$ cat src/rtl/uart_tx_framer.sv
// ---------------------------------------------------------------------------
// uart_tx_framer
//
// Byte-to-serial UART transmitter (8N1 at defaults) with a valid/ready byte
// input. Its tx line feeds the UART receiver/pattern-match block, so the bit
// period comes from the same CLK_FREQ_HZ / BAUD_RATE pair the receiver uses.
//
// Frame on tx: start(0) | d0..d7 (LSB first) | [parity] | stop(1) x STOP_BITS
// Each bit is held for BAUD_DIV = CLK_FREQ_HZ / BAUD_RATE cycles.
//
// Ports:
//   clk         system clock, rising edge
//   rst         synchronous active-high reset
//   in_data     byte to transmit, sampled only on the handshake edge
//   in_valid    in_data is valid
//   in_ready    combinational: idle and not in reset
//   tx          serial line, idle high (registered)
//   busy        frame in progress (registered)
//   bit_strobe  one-cycle pulse on the first cycle of every bit (registered)
//   tx_done     one-cycle pulse on the first idle cycle after a frame
// ---------------------------------------------------------------------------
module uart_tx_framer #(
    parameter int CLK_FREQ_HZ = 1_600_000,
    parameter int BAUD_RATE   = 100_000,
    parameter int PARITY      = 0,   // 0 none, 1 even, 2 odd
    parameter int STOP_BITS   = 1    // 1 or 2
) (
    input  logic       clk,
    input  logic       rst,
    input  logic [7:0] in_data,
    input  logic       in_valid,
    output logic       in_ready,
    output logic       tx,
    output logic       busy,
    output logic       bit_strobe,
    output logic       tx_done
);

    localparam int BAUD_DIV = CLK_FREQ_HZ / BAUD_RATE;
    // Guard keeps the width legal even when the divider check below fires.
    localparam int CNT_W = (BAUD_DIV > 2) ? $clog2(BAUD_DIV) : 1;
    localparam logic [CNT_W-1:0] CNT_LAST  = CNT_W'(BAUD_DIV - 1);
    localparam logic [2:0]       STOP_LAST = 3'(STOP_BITS - 1);
    localparam logic             PAR_ODD   = (PARITY == 2);

    // Elaboration-time parameter checks.
    if (BAUD_DIV < 2) begin : g_chk_div
        $error("uart_tx_framer: CLK_FREQ_HZ / BAUD_RATE must be >= 2");
    end
    if (PARITY < 0 || PARITY > 2) begin : g_chk_par
        $error("uart_tx_framer: PARITY must be 0, 1 or 2");
    end
    if (STOP_BITS != 1 && STOP_BITS != 2) begin : g_chk_stop
        $error("uart_tx_framer: STOP_BITS must be 1 or 2");
    end

    typedef enum logic [2:0] {
        S_IDLE,
        S_START,
        S_DATA,
        S_PARITY,
        S_STOP
    } state_t;

    state_t           state_q, state_d;
    logic [CNT_W-1:0] cnt_q, cnt_d;       // cycle within the current bit
    logic [2:0]       idx_q, idx_d;       // data bit index, reused for stop bits
    logic [7:0]       shift_q, shift_d;   // shift_q[0] is the bit on the line
    logic             par_q, par_d;       // parity bit, fixed at accept time
    logic             tx_q, tx_d;
    logic             busy_q, busy_d;
    logic             strobe_q, strobe_d;
    logic             done_q, done_d;
    logic             bit_end;

    assign in_ready = (state_q == S_IDLE) && !rst;
    assign bit_end  = (cnt_q == CNT_LAST);

    // Next-state logic. Outputs are computed one cycle early so that the
    // registered tx/bit_strobe line up with the first cycle of each bit.
    always_comb begin
        state_d  = state_q;
        cnt_d    = cnt_q;
        idx_d    = idx_q;
        shift_d  = shift_q;
        par_d    = par_q;
        tx_d     = tx_q;
        busy_d   = busy_q;
        strobe_d = 1'b0;
        done_d   = 1'b0;

        if (state_q == S_IDLE) begin
            tx_d   = 1'b1;
            busy_d = 1'b0;
            if (in_valid && in_ready) begin
                state_d  = S_START;
                cnt_d    = '0;
                idx_d    = '0;
                shift_d  = in_data;
                par_d    = (^in_data) ^ PAR_ODD;
                tx_d     = 1'b0;
                busy_d   = 1'b1;
                strobe_d = 1'b1;
            end
        end else if (!bit_end) begin
            cnt_d = cnt_q + 1'b1;
        end else begin
            // Bit boundary: the only place tx may change outside reset.
            cnt_d    = '0;
            strobe_d = 1'b1;
            case (state_q)
                S_START: begin
                    state_d = S_DATA;
                    idx_d   = '0;
                    tx_d    = shift_q[0];
                end
                S_DATA: begin
                    if (idx_q == 3'd7) begin
                        idx_d = '0;
                        if (PARITY != 0) begin
                            state_d = S_PARITY;
                            tx_d    = par_q;
                        end else begin
                            state_d = S_STOP;
                            tx_d    = 1'b1;
                        end
                    end else begin
                        idx_d   = idx_q + 1'b1;
                        shift_d = {1'b0, shift_q[7:1]};
                        tx_d    = shift_q[1];
                    end
                end
                S_PARITY: begin
                    state_d = S_STOP;
                    idx_d   = '0;
                    tx_d    = 1'b1;
                end
                S_STOP: begin
                    if (idx_q == STOP_LAST) begin
                        // Frame complete: first idle cycle carries tx_done.
                        state_d  = S_IDLE;
                        idx_d    = '0;
                        busy_d   = 1'b0;
                        done_d   = 1'b1;
                        strobe_d = 1'b0;
                    end else begin
                        idx_d = idx_q + 1'b1;
                    end
                    tx_d = 1'b1;
                end
                default: begin
                    state_d  = S_IDLE;
                    idx_d    = '0;
                    tx_d     = 1'b1;
                    busy_d   = 1'b0;
                    strobe_d = 1'b0;
                end
            endcase
        end
    end

    // Reset has priority over a same-edge handshake, so that byte is dropped.
    always_ff @(posedge clk) begin
        if (rst) begin
            state_q  <= S_IDLE;
            cnt_q    <= '0;
            idx_q    <= '0;
            shift_q  <= '0;
            par_q    <= 1'b0;
            tx_q     <= 1'b1;
            busy_q   <= 1'b0;
            strobe_q <= 1'b0;
            done_q   <= 1'b0;
        end else begin
            state_q  <= state_d;
            cnt_q    <= cnt_d;
            idx_q    <= idx_d;
            shift_q  <= shift_d;
            par_q    <= par_d;
            tx_q     <= tx_d;
            busy_q   <= busy_d;
            strobe_q <= strobe_d;
            done_q   <= done_d;
        end
    end

    assign tx         = tx_q;
    assign busy       = busy_q;
    assign bit_strobe = strobe_q;
    assign tx_done    = done_q;

endmodule
$ cat config.mk
export PLATFORM = sky130hd
export DESIGN_NAME = uart_tx_framer
export DESIGN_NICKNAME = d
export VERILOG_FILES = /design/src/rtl/uart_tx_framer.sv
export SDC_FILE = /design/constraint.sdc
export NUM_CORES = 1
export LEC_CHECK = 0
export ABC_AREA = 1
export CORE_MARGIN = 2
export CORE_UTILIZATION = 57
export DETAILED_ROUTE_END_ITERATION = 6
export HOLD_SLACK_MARGIN = 0.05
export PLACE_DENSITY = 0.8
export SLEW_MARGIN = 20
export SYNTH_ARGS = -nofsm -noshare
export SYNTH_HDL_FRONTEND = slang
export SYNTH_SLANG_ARGS = --single-unit
$ cat constraint.sdc
create_clock -name clk -period 2.11 [get_ports clk]
set_input_delay 0.633 -clock clk [delete_from_list [all_inputs] [get_ports clk]]
set_output_delay 0.633 -clock clk [all_outputs]
set_load 0.1 [all_outputs]
==> results.tsv <==
metric	value	unit
final setup vio count	0	
critical path arrival	1440	ps
PostCTS Resize Cnt	0	
share of post-route cells with drive strength above 1	18.1	%
Chip Width	49.7	microns
final hold slack	474	ps
synthesized area	1190	sq um
Area Overhead vs Synth	19.6	%
crit-path max cell delay	460	ps
CP endpoint kind	output port	
DR vias	1097	
syn_area_per_cell	7.23	sq um
initial antenna violation count	0	
Lkg Pwr	0.646	nW
Multi-input gate area	683	sq um
fin area	1430	sq um
Post-Syn Instances	165	
top routing layer used	met4	
slowest CP cell	clkdlybuf4s50_1	
Max-Cap Viols	0	
fmax	483	MHz
Starting Density	60.8	%
Max FO, Critical Path	2	
status	complete, no violations	
HP Class	reg -> reg	
#FFs+latches synth	22	
number of nets in the layout	199	
GP Congestion	0.932	
H-tree levels	1	
final worst path period share	98.1	%
pwr/cell area	1150	nW/um^2
TritonCTS clock tree	yes	
syn_nets	180	
Layout Cells excl Fill	209	
remaining antenna violation count	0	
gr usage total	22.5	%
Crit Path Class	in -> out	
IO buf count	15	
max_slew headroom	79.0	%
Post-DP HPWL	1850	microns
routed wl met2	1240	microns
clock root buffer	clkbuf_4	
Avg WL per Cell	11.7	microns
FILL cells	186	
vias in the first global route	1035	
DRT iter0 DRCs	24	
Req. time, crit path	1480	ps
Final Skew	2.79	ps
CP Launch Type	input pin	
CTS sink cnt	22	
drt drc	0	
Congestion Overflow GR	0	
Yosys warnings	0	
endpoints failing hold	0	
met1 wire length	1060	microns
DIE HEIGHT	49.7	microns
core area	1960	sq um
PnR Total Power	0.00164	W
post-synthesis cell type count	28	
largest net degree at the start of global routing	16	
hold_buf cts	0	
crit-path cells	clkdlybuf4s50_1, nor2_4, buf_12	
Cell Area, Placed	1400	sq um
Seq/Total Area, Yosys	36.9	%
clock slew seen by the registers of the worst setup and hold paths	110	ps
clk buf depth	2	
wire length on met3	120	microns
die area	2470	sq um
row cnt	16	
vias per cell	5.25	
RSZ-0062 raised after global routing	false	
post-CTS setup buffer count	0	
post-route setup TNS	0	ps
ANT cells	0	
fin crit period	2070	ps
fin. max-slew vios	0	
first-pass iteration count of the detailed router	4	
worst vdd ir	0.666	mV
CTS Buf Count	3	
Clk Latency, worst-skew pair	310	ps
Slew @ Worst Pin	314	ps
Routed Wire Length	2460	microns
first-pass GRT wire length	4280	microns
placed cells	206	
IO Pins	16	
Reg area	440	sq um
==> layout make-up <==
class | instances | area share [%]
clock buffers | 3 | 1.58
multi-input cells | 126 | 47.9
repair buffers | 18 | 13.9
inverters | 13 | 3.42
well taps | 27 | 2.37
flip-flops and latches | 22 | 30.9
==> path summary, 6_finish.rpt <==
kind         startpoint          to  slack [ps]  cells after the start
max                 rst    in_ready          40                      3
max reg2reg    cnt_q[1]  shift_q[4]         530                      9
min reg2reg  shift_q[7]  shift_q[7]         470                      2
min          shift_q[7]  shift_q[7]         470                      2
==> stage by stage <==
step | setup WS, ps | util (%)
finish | 39.3 | 72.7
global route | 14.3 | 72.7
CTS | 35.0 | 72.7
detailed placement | 22.2 | 71.6
global placement | 50.4 | 71.6
floorplan | 166 | -
==> synth_stat cells, drive strengths merged <==
cell	count	area share [%]
nand4	1	0.52
nor4	1	0.52
nand3	12	6.5
nand2	55	19
o211ai	1	0.63
buf	4	2.3
nand3b	8	6.1
dfxtp	22	37
a21oi	13	6.1
nor2	23	8.7
o21bai	1	0.63
o21ai	7	3.6
ha	4	4.2
inv	13	4.1
==> critical path, delay by kind of cell <==
kind | cells | cell delay (ps)
buf+inv | 2 | 640
simple gates | 1 | 160
==> kinds of logic after synthesis <==
logic type                 after synthesis  synth area share (%)
AOI/OAI and AO/OA                       22                  10.9
adders and majority gates                4                  4.20
buffers and inverters                   17                  6.40
DFF                                     22                  36.9
and+or+nand+nor                        100                  41.6
==> per-layer routing <==
| metal | track usage [%] | up-vias |
|---|---|---|
| li1 | - | 568 |
| met1 | 25.6 | 494 |
| met2 | 40.0 | 29 |
| met3 | 5.45 | 6 |
| met4 | 8.80 | 0 |
| met5 | 0 | - |
==> cell usage in the layout (no fill, tap or decap), types with 2 or more instances in the layout <==
cell and n:
buf_4 5, a21oi_1 11, dfxtp_1 22, a21oi_2 2
inv_1 7, clkbuf_4 3, nand2_4 2, nand2_2 3
o21ai_2 2, o21ai_0 4, nand2_1 50, inv_2 6
clkdlybuf4s50_1 10, nand3b_1 7, nor2_4 3, buf_12 3
nand3_1 10, nor2_1 19, ha_1 4
==> state kept, by name, summed over array words and instances (netlist names) <==
name / flops
bit_strobe: 1
busy: 1
cnt_q: 4
idx_q: 3
shift_q: 8
state_q: 3
tx: 1
tx_done: 1
==> report_power, final <==
part | leakage [nW] | internal [W] | switching (W)
Sequential | 0.180 | 0.000497 | 0.0000716
Combinational | 0.453 | 0.000289 | 0.000600
Clock | 0.0138 | 0.0000668 | 0.000119
Power figures use the tool's default switching activity.
